File: src/rtl/sweep_max_counter_if.sv
// Handshake bundle between the tracker control FSM and sweep_max_counter.
// The FSM side (master) drives the sweep enables and XADC samples; the
// counter side (slave) returns the sweep-limit flags and peak record.
interface sweep_max_counter_if #(
    parameter int unsigned DATA_W = 12,
    parameter int unsigned STEP_W = 8
);
    logic              HS;
    logic              VS;
    logic              MC;
    logic              CNT_RST;
    logic              SAMPLE_VALID;
    logic [DATA_W-1:0] SAMPLE;
    logic              CNT_L;
    logic              CNT_D;
    logic              CNT_RU;
    logic              STEP_TICK;
    logic [DATA_W-1:0] MAX_VAL;
    logic [STEP_W-1:0] MAX_POS;
    logic [1:0]        MODE;

    modport master (
        output HS, VS, MC, CNT_RST, SAMPLE_VALID, SAMPLE,
        input  CNT_L, CNT_D, CNT_RU, STEP_TICK, MAX_VAL, MAX_POS, MODE
    );

    modport slave (
        input  HS, VS, MC, CNT_RST, SAMPLE_VALID, SAMPLE,
        output CNT_L, CNT_D, CNT_RU, STEP_TICK, MAX_VAL, MAX_POS, MODE
    );
endinterface

File: src/rtl/sweep_max_counter.sv
// Sweep step counter and peak search for the tracker.
// Paces servo steps with a prescaler, records the step of peak irradiance
// during a horizontal or vertical sweep, then counts the return distance
// back to that peak. Flags are decoded combinationally from registered state.
module sweep_max_counter #(
    parameter int unsigned DATA_W   = 12,
    parameter int unsigned STEP_W   = 8,
    parameter int unsigned H_STEPS  = 180,
    parameter int unsigned V_STEPS  = 90,
    parameter int unsigned STEP_DIV = 100000
) (
    input logic                 CLK,
    input logic                 RST,
    sweep_max_counter_if.slave  bus
);

    localparam int unsigned       PRE_W    = $clog2(STEP_DIV);
    localparam logic [PRE_W-1:0]  PRE_LAST = PRE_W'(STEP_DIV - 1);
    localparam logic [STEP_W-1:0] H_N      = STEP_W'(H_STEPS);
    localparam logic [STEP_W-1:0] V_N      = STEP_W'(V_STEPS);

    typedef enum logic [1:0] {
        M_IDLE   = 2'd0,
        M_HSWEEP = 2'd1,
        M_VSWEEP = 2'd2,
        M_RETURN = 2'd3
    } mode_t;

    mode_t              mode_q;
    logic [STEP_W-1:0]  step_cnt_q;
    logic [STEP_W-1:0]  ret_cnt_q;
    logic [PRE_W-1:0]   presc_q;
    logic               tick_q;
    logic [DATA_W-1:0]  max_val_q;
    logic [STEP_W-1:0]  max_pos_q;

    logic [PRE_W-1:0]   presc_d;
    logic               tick_d;
    logic [DATA_W-1:0]  max_val_d;
    logic [STEP_W-1:0]  max_pos_d;
    logic [STEP_W-1:0]  ret_load_d;
    logic [STEP_W-1:0]  sweep_n;
    logic               cnt_l;
    logic               cnt_d;
    logic               cnt_ru;
    logic               flag_act;
    logic               capture;
    mode_t              sweep_tgt;

    // Flag decode, prescaler next state and peak-capture candidates.
    always_comb begin
        sweep_n    = '0;
        presc_d    = presc_q;
        tick_d     = 1'b0;
        max_val_d  = max_val_q;
        max_pos_d  = max_pos_q;
        ret_load_d = '0;
        capture    = 1'b0;
        sweep_tgt  = bus.VS ? M_VSWEEP : M_HSWEEP;

        if (mode_q == M_HSWEEP) begin
            sweep_n = H_N;
        end else if (mode_q == M_VSWEEP) begin
            sweep_n = V_N;
        end

        cnt_l    = (mode_q == M_HSWEEP) && (step_cnt_q < H_N);
        cnt_d    = (mode_q == M_VSWEEP) && (step_cnt_q < V_N);
        cnt_ru   = (mode_q == M_RETURN) && (ret_cnt_q != '0);
        flag_act = cnt_l || cnt_d || cnt_ru;

        if (flag_act) begin
            if (presc_q == PRE_LAST) begin
                presc_d = '0;
                tick_d  = 1'b1;
            end else begin
                presc_d = presc_q + PRE_W'(1);
            end
        end

        // Samples count up to and including the final sweep position.
        capture = bus.SAMPLE_VALID
                  && ((mode_q == M_HSWEEP) || (mode_q == M_VSWEEP))
                  && (step_cnt_q <= sweep_n)
                  && (bus.SAMPLE > max_val_q);
        if (capture) begin
            max_val_d = bus.SAMPLE;
            max_pos_d = step_cnt_q;
        end

        // Return distance uses the peak position including this cycle's capture.
        if (max_pos_d < sweep_n) begin
            ret_load_d = sweep_n - max_pos_d;
        end
    end

    // Mode sequencing, step/return counting and peak registers.
    always_ff @(posedge CLK) begin
        if (RST) begin
            mode_q     <= M_IDLE;
            step_cnt_q <= '0;
            ret_cnt_q  <= '0;
            presc_q    <= '0;
            tick_q     <= 1'b0;
            max_val_q  <= '0;
            max_pos_q  <= '0;
        end else if (bus.CNT_RST) begin
            mode_q     <= M_IDLE;
            step_cnt_q <= '0;
            ret_cnt_q  <= '0;
            presc_q    <= '0;
            tick_q     <= 1'b0;
        end else if (bus.MC) begin
            if (mode_q != M_RETURN) begin
                mode_q    <= M_RETURN;
                ret_cnt_q <= ret_load_d;
                max_val_q <= max_val_d;
                max_pos_q <= max_pos_d;
                presc_q   <= '0;
                tick_q    <= 1'b0;
            end else begin
                presc_q <= presc_d;
                tick_q  <= tick_d;
                if (tick_q && (ret_cnt_q != '0)) begin
                    ret_cnt_q <= ret_cnt_q - STEP_W'(1);
                end
            end
        end else if (bus.VS || bus.HS) begin
            if (mode_q != sweep_tgt) begin
                mode_q     <= sweep_tgt;
                step_cnt_q <= '0;
                ret_cnt_q  <= '0;
                presc_q    <= '0;
                tick_q     <= 1'b0;
                max_val_q  <= '0;
                max_pos_q  <= '0;
            end else begin
                presc_q   <= presc_d;
                tick_q    <= tick_d;
                max_val_q <= max_val_d;
                max_pos_q <= max_pos_d;
                if (tick_q && (step_cnt_q < sweep_n)) begin
                    step_cnt_q <= step_cnt_q + STEP_W'(1);
                end
            end
        end else begin
            mode_q  <= M_IDLE;
            presc_q <= '0;
            tick_q  <= 1'b0;
        end
    end

    assign bus.CNT_L     = cnt_l;
    assign bus.CNT_D     = cnt_d;
    assign bus.CNT_RU    = cnt_ru;
    assign bus.STEP_TICK = tick_q;
    assign bus.MAX_VAL   = max_val_q;
    assign bus.MAX_POS   = max_pos_q;
    assign bus.MODE      = mode_q;

endmodule

File: src/flat_wrapper.sv
// flat-port wrapper written by rule: the top's interface ports become plain ports
module sweep_max_counter_flat 
#(
    parameter int unsigned DATA_W   = 12,
    parameter int unsigned STEP_W   = 8,
    parameter int unsigned H_STEPS  = 180,
    parameter int unsigned V_STEPS  = 90,
    parameter int unsigned STEP_DIV = 100000
)
  (CLK, RST, bus_HS, bus_VS, bus_MC, bus_CNT_RST, bus_SAMPLE_VALID, bus_SAMPLE, bus_CNT_L, bus_CNT_D, bus_CNT_RU, bus_STEP_TICK, bus_MAX_VAL, bus_MAX_POS, bus_MODE);
  sweep_max_counter_if #(.DATA_W(DATA_W), .STEP_W(STEP_W)) bus_i ();
  input logic CLK;
  input logic RST;
  input wire logic [$bits(bus_i.HS)-1:0] bus_HS;
  input wire logic [$bits(bus_i.VS)-1:0] bus_VS;
  input wire logic [$bits(bus_i.MC)-1:0] bus_MC;
  input wire logic [$bits(bus_i.CNT_RST)-1:0] bus_CNT_RST;
  input wire logic [$bits(bus_i.SAMPLE_VALID)-1:0] bus_SAMPLE_VALID;
  input wire logic [$bits(bus_i.SAMPLE)-1:0] bus_SAMPLE;
  output wire logic [$bits(bus_i.CNT_L)-1:0] bus_CNT_L;
  output wire logic [$bits(bus_i.CNT_D)-1:0] bus_CNT_D;
  output wire logic [$bits(bus_i.CNT_RU)-1:0] bus_CNT_RU;
  output wire logic [$bits(bus_i.STEP_TICK)-1:0] bus_STEP_TICK;
  output wire logic [$bits(bus_i.MAX_VAL)-1:0] bus_MAX_VAL;
  output wire logic [$bits(bus_i.MAX_POS)-1:0] bus_MAX_POS;
  output wire logic [$bits(bus_i.MODE)-1:0] bus_MODE;
  assign bus_i.HS = bus_HS;
  assign bus_i.VS = bus_VS;
  assign bus_i.MC = bus_MC;
  assign bus_i.CNT_RST = bus_CNT_RST;
  assign bus_i.SAMPLE_VALID = bus_SAMPLE_VALID;
  assign bus_i.SAMPLE = bus_SAMPLE;
  assign bus_CNT_L = bus_i.CNT_L;
  assign bus_CNT_D = bus_i.CNT_D;
  assign bus_CNT_RU = bus_i.CNT_RU;
  assign bus_STEP_TICK = bus_i.STEP_TICK;
  assign bus_MAX_VAL = bus_i.MAX_VAL;
  assign bus_MAX_POS = bus_i.MAX_POS;
  assign bus_MODE = bus_i.MODE;
  sweep_max_counter #(.DATA_W(DATA_W), .STEP_W(STEP_W), .H_STEPS(H_STEPS), .V_STEPS(V_STEPS), .STEP_DIV(STEP_DIV)) u_core (.CLK(CLK), .RST(RST), .bus(bus_i));
endmodule
File: config.mk
export PLATFORM = sky130hd
export DESIGN_NAME = sweep_max_counter_flat
export DESIGN_NICKNAME = d
export VERILOG_FILES = /design/src/rtl/sweep_max_counter_if.sv /design/src/rtl/sweep_max_counter.sv /design/src/flat_wrapper.sv
export SDC_FILE = /design/constraint.sdc
export NUM_CORES = 1
export LEC_CHECK = 0
export CAP_MARGIN = 15
export CORE_UTILIZATION = 50
export DETAILED_ROUTE_END_ITERATION = 16
export DONT_BUFFER_PORTS = 1
export SLEW_MARGIN = 0
export SYNTH_ARGS = -nofsm -noshare
export SYNTH_HDL_FRONTEND = slang
export SYNTH_SLANG_ARGS = --single-unit
File: constraint.sdc
create_clock -name CLK -period 5.6 [get_ports CLK]
set_input_delay 0.56 -clock CLK [delete_from_list [all_inputs] [get_ports CLK]]
set_output_delay 0.56 -clock CLK [all_outputs]
set_load 0.1 [all_outputs]
* Word level (Yosys, flattened, before mapping)
Index checks and enable logic that the tools add are counted.
** Word-level totals
- Flip-flop bits (word level) :: 56
- Input bits :: 19
- Output and inout port bits :: 26
- Word-level logic and storage cells :: 86
** Operators by class
- $add $sub $neg :: 4
- Order comparisons :: 6
- Eq/ne operators :: 9
- Multiplexer cells :: 37
- Bitwise operators :: 2
- Reduce and logical (&&, ||, !) cells :: 21
** Operator list (count)
- $mux W8 :: 14
- $mux W17 :: 6
- $mux W12 :: 5
- $add A17 B1 Y17 const B :: 1
- $eq A17 B17 Y1 const B :: 1
- $lt A8 B8 Y1 :: 2
- $gt A12 B12 Y1 :: 1
- $mux W2 :: 5
- $reduce_and A3 Y1 :: 3
- $add A8 B1 Y8 const B :: 1
- $le A8 B8 Y1 :: 1
- $logic_and A1 B1 Y1 :: 8
- $lt A8 B7 Y1 const B :: 1
- $lt A8 B8 Y1 const B :: 1
- $reduce_bool A8 Y1 :: 1
- $sub A8 B1 Y8 const B :: 1
- $sub A8 B8 Y8 :: 1
- $mux W7 :: 1
- $mux W1 :: 6
- $reduce_bool A2 Y1 :: 3
- $eq A2 B2 Y1 const B :: 2
- $logic_or A1 B1 Y1 :: 4
- $ne A3 B1 Y1 const B :: 1
- $ne A3 B3 Y1 const B :: 1
- 7 further kinds :: 8

* Longest topological paths before layout
Gate-level depths: netlist of run 1.
- Depth in word-level cells :: 11
- Mapped depth :: 20
- Mapped depth without buffers :: 18

* Worst setup path before layout of run 1
Ideal clock, no wire load.
- Kind :: register to register
- Start :: register u_core.mode_q[1] (netlist: u_core.bus.MODE[1])
- End :: register u_core.presc_q[12]
- Library setup time :: 128 ps
- Arrival :: 5104 ps
- Required time :: 5472 ps
- Path slack :: 369 ps
- Cell stages (with the launch flop) :: 11
- Buffers on the path :: 1
- Cells stage by stage :: dfxtp_1 ha_1 inv_1 a211oi_1 or3_1 clkbuf_1 nand2_1 nor3_1 nand3_1 xor2_1 nor2_1
** Between the ends
- Cells in the longest elaborated chain, start to end :: 8
** Ends and longest elaborated chain
- from (decl) :: RTL line sweep_max_counter.sv:29 : mode_t mode_q;
- from (signal assigned) :: RTL line sweep_max_counter.sv:130 : mode_q <= sweep_tgt;
- $eq A2 B2 Y1 (*) :: RTL line sweep_max_counter.sv:68 : cnt_d = (mode_q == M_VSWEEP) && (step_cnt_q < V_N);
- $logic_and A1 B1 Y1 (*) :: RTL line sweep_max_counter.sv:68
- net bus_CNT_D :: RTL line flat_wrapper.sv:21 : output wire logic [$bits(bus_i.CNT_D)-1:0] bus_CNT_D;
- $logic_or A1 B1 Y1 (*) (2 in a row) :: RTL line sweep_max_counter.sv:70 : flag_act = cnt_l || cnt_d || cnt_ru;
- $mux W17 (*) :: RTL line sweep_max_counter.sv:72 : if (flag_act) begin
- $mux W17 :: RTL line sweep_max_counter.sv:129 : if (mode_q != sweep_tgt) begin
- $mux W17 :: RTL line sweep_max_counter.sv:128 : end else if (bus.VS || bus.HS) begin
- $mux W17 (*) :: RTL line sweep_max_counter.sv:113 : end else if (bus.MC) begin
- to (signal assigned) :: RTL line sweep_max_counter.sv:122 : presc_q <= presc_d;
- to (signal assigned) :: RTL line sweep_max_counter.sv:138 : presc_q <= presc_d;
- to (decl) :: RTL line sweep_max_counter.sv:32 : logic [PRE_W-1:0] presc_q;
The timed path passes the listed nets; every way through them passes the cells marked *.
A chain may end at the register's enable or synchronous reset.

* Worst setup path in the final report of run 1
- Start :: register u_core.mode_q[1] (netlist: u_core.bus.MODE[1])
- End :: register u_core.ret_cnt_q[3]
** Between the ends
- Cells in the longest elaborated chain, start to end :: 11
** Ends and longest elaborated chain
- $eq A2 B2 Y1 :: RTL line sweep_max_counter.sv:63, sweep_max_counter.sv:83
- $mux W7 :: RTL line sweep_max_counter.sv:63 : end else if (mode_q == M_VSWEEP) begin
- $mux W8 :: RTL line sweep_max_counter.sv:61 : if (mode_q == M_HSWEEP) begin
- $le A8 B8 Y1 :: RTL line sweep_max_counter.sv:84 : && (step_cnt_q <= sweep_n)
- $logic_and A1 B1 Y1 :: RTL line sweep_max_counter.sv:84
- $logic_and A1 B1 Y1 :: RTL line sweep_max_counter.sv:85 : && (bus.SAMPLE > max_val_q);
- $mux W8 :: RTL line sweep_max_counter.sv:86 : if (capture) begin
- $sub A8 B8 Y8 or $lt A8 B8 Y1 (tied branches) :: RTL line sweep_max_counter.sv:93, sweep_max_counter.sv:92
- $mux W8 :: RTL line sweep_max_counter.sv:92 : if (max_pos_d < sweep_n) begin
- $mux W8 :: RTL line sweep_max_counter.sv:114 : if (mode_q != M_RETURN) begin
- $mux W8 :: RTL line sweep_max_counter.sv:113
- to (signal assigned) :: RTL line sweep_max_counter.sv:116 : ret_cnt_q <= ret_load_d;
- to (signal assigned) :: RTL line sweep_max_counter.sv:125 : ret_cnt_q <= ret_cnt_q - STEP_W'(1);
- to (decl) :: RTL line sweep_max_counter.sv:31 : logic [STEP_W-1:0] ret_cnt_q;
Parallel ways exist; a longest one is shown, timed or not.

==> summary.txt, run 1 <==
Fin Hold WS: 0.290 ns
adder-cell area share of the yosys netlist: 0.107
Post-synth top flop: dfxtp_1
first-pass GRT wire length: 14.5 mm
row cnt: 31
clock root cell: clkbuf_8
Chip Width: 89.1 um
compound-cell area share of the yosys netlist: 0.184
post-CTS setup buffers: 0
1st-pass router iterations: 4
ys async rst share: 0
TritonCTS clock tree: done
Yosys reg bits: 56
WL/cell: 15.4 um
Die ar.: 0.00794 sq mm
vias in the first global route: 3007
power share of the clock group: 0.293
DR vias/cell: 5.63
layout cells sized above 1: 0.0877
crit path DAT: 5.05 ns
DR vias: 3254
Synth area leaders: dfxtp_1 (30%), ha_1 (9.9%), nor2_1 (7.8%)
initial antenna violation count: 0
commonest cells after routing, fill and taps aside: nor2_1 (79), dfxtp_1 (56), a21oi_1 (35)
worst setup path startpoint: u_core.bus.MODE[1]
final instance area: 0.00407 sq mm
Gate Count Post-Synth: 471
RSZ-0062 raised after global routing: no
clk buf depth: 2
WP data required: 5.81 ns
clock skew: 0.0183 ns
area leader, netlist: dfxtp_1
critical path endpoint category: register
mux contribution to synthesized area: 0.0442
Setup TNS: 0 ns
Reg clk slew, reported paths: 0.11 ns
peak supply drop: 0.101 mV
Hold WC Path Type: input port to register
Util after Layout: 0.558
CP max FO: 10
leak pwr: 0.00151 uW
Synth Area per Inst: 8.06 sq um
placed cell count: 570
Num Clock Sinks: 56
status: finished clean
final WL: 8.92 mm
Routability Congestion: 0.910
post-CTS resize count: 0
antenna diode count: 0
Netlist cell types: 61
Switching Share: 0.309
XOR/XNOR Fraction of Synth Area: 0.0758
drt drc: 0
final-report max-slew violation count: 0
part of the power in registers: 0.513
commonest non-fill, non-tap cell in the layout: nor2_1
Final nets: 527
share of total power in combinational logic: 0.193
endpoints failing setup: 0
Syn Nets: 520
P_sw: 243 uW
clock latency on the worst-skew pair: 0.32 ns
H-tree Lvls: 2
overall die height: 89.1 um
Antenna Nets Post-Route: 0
total CTS buffers: 5
Simple-Gate Fraction of Synth Area: 0.244
Power Internal: 543 uW
largest net degree at the start of global routing: 23
DR iter-0 viols: 154
largest family of logic cells by synthesized area: simple AND/OR/NAND/NOR gates
Rel. slew slack: 0.226
Core Region: 0.00729 sq mm
final hold violation count: 0
Worst Max-Slew Pin Slew: 1.16 ns
crit start category: register
area grow syn2layout: 7.22%
fmax: 0.207 GHz
Port Buffers: 0
Post-synth EDFFs: 0
RR Startpoint: u_core.bus.MODE[1]
yosys warns: 0
sequential area share after synthesis: 0.295
maxcap violations: 0
Tcrit/Tclk final: 0.864
PwrDens: 193 mW/mm^2
Placed Area: 0.00398 sq mm
aggregate global-route resource usage: 0.234
hold_buf cts: 0
final non-filler cell total: 578
Hold Path Origin: RST
Post-Syn Area: 0.00379 sq mm
GRT overflow: 0
Final Critical Period: 4.84 ns
DP HPWL: 6.80 mm
Synth top area share: 0.295
io pins: 45
Initial Util: 0.520
crit path kind: register to register
## cells by family after synthesis
kind of cell             after synthesis
XOR/XNOR                              32
buffers and inverters                 44
multiplexers                          15
AND/OR/NAND/NOR                      194
adder cells (fa/ha/maj)               33
AO/OA/AOI/OAI                         97
flip-flops                            56
## path summary, 6_finish.rpt
| check | cells past startpoint | slack (ns) | endpoint |
|---|---|---|---|
| setup reg to reg | 16 | 0.76 | u_core.ret_cnt_q[3] |
| hold / removal | 1 | 0.29 | u_core.bus.MAX_POS[6] |
| setup / recovery | 16 | 0.76 | u_core.ret_cnt_q[3] |
| hold reg to reg | 2 | 0.52 | u_core.presc_q[16] |
## synth_stat cells, types with 2 or more instances
cell type  number
and3_1          5
nand2_1        31
xor2_1         18
maj3_1          3
nor3b_1         2
inv_1          25
a21o_1          2
buf_2           4
nand3b_1        2
o21ai_0        13
o311ai_0        2
o32ai_1         2
dfxtp_1        56
xnor2_1        13
a21oi_1        36
nor3_1         18
o211ai_1        2
mux2i_1        12
clkbuf_1       12
o21a_1          2
nor2_1         79
nand4_1         9
nand2b_1        6
ha_1           30
and2_1          3
nor4_1          4
a31oi_1         2
o21bai_1        2
nor2b_1        12
buf_6           2
o41ai_1         2
or3_1           4
a22oi_1        17
nand3_1        11
or2_2           2
## per-layer routing
layer,vias up,GRT usage,part of all wire
met5,-,0,0
met4,0,0.0620,0.015
met3,11,0.0452,0.051
met2,64,0.375,0.44
met1,1501,0.323,0.49
li1,1678,-,-
## state kept, by name, indices dropped and copies added, names as in the netlist
signal,count
u_core.bus.MAX_POS,8
u_core.bus.MAX_VAL,12
u_core.bus.MODE,2
u_core.bus.STEP_TICK,1
u_core.presc_q,17
u_core.ret_cnt_q,8
u_core.step_cnt_q,8
## area by class of cell
class,count,area (sq um)
clock buffer,6,72.6
sequential,56,1120
inverter,25,93.8
clock inverter,2,13.8
tap,99,124
fill,723,3220
multi-input combinational,371,2500
timing repair buffer,19,143
## critical path, stage by stage (launching register included)
cell and delay [ns]:
dfxtp_1 0.35, buf_4 0.33, ha_1 0.43, ha_1 0.35, nand4_1 0.13, o311a_4 0.43
o221ai_4 0.36, mux2i_1 0.33, xnor2_1 0.12, ha_1 0.25, o311ai_0 0.54, nor2_1 0.08
mux2i_1 0.27, o31ai_2 0.12, a211o_2 0.39, o41ai_4 0.09, o32ai_1 0.16
## per-stage QoR
stage / power [uW] / setup WS [ns]
2_1_floorplan: 539 / 0.369
3_3_place_gp: 563 / 1.01
3_5_place_dp: 564 / 0.771
4_1_cts: 796 / 0.757
5_1_grt: 823 / 0.399
6_report: 787 / 0.761
## power groups by stage
stage / clock (uW) / sequential, uW / combinational, uW
after floorplan: 0 / 428 / 111
after global placement: 0 / 413 / 151
after detailed placement: 0 / 413 / 152
after CTS: 240 / 404 / 152
after global routing: 252 / 404 / 166
final: 231 / 404 / 152
Power figures use the tool's default switching activity.
==> inputs of run 2 (changes only) <==
--- a/config.mk
+++ b/config.mk
@@ -9,7 +9,6 @@
 export CORE_UTILIZATION = 50
 export DETAILED_ROUTE_END_ITERATION = 16
 export DONT_BUFFER_PORTS = 1
-export SLEW_MARGIN = 0
 export SYNTH_ARGS = -nofsm -noshare
 export SYNTH_HDL_FRONTEND = slang
 export SYNTH_SLANG_ARGS = --single-unit
==> results of run 2 <==
Final layout, timing and power as in run 1 (identical DEF).
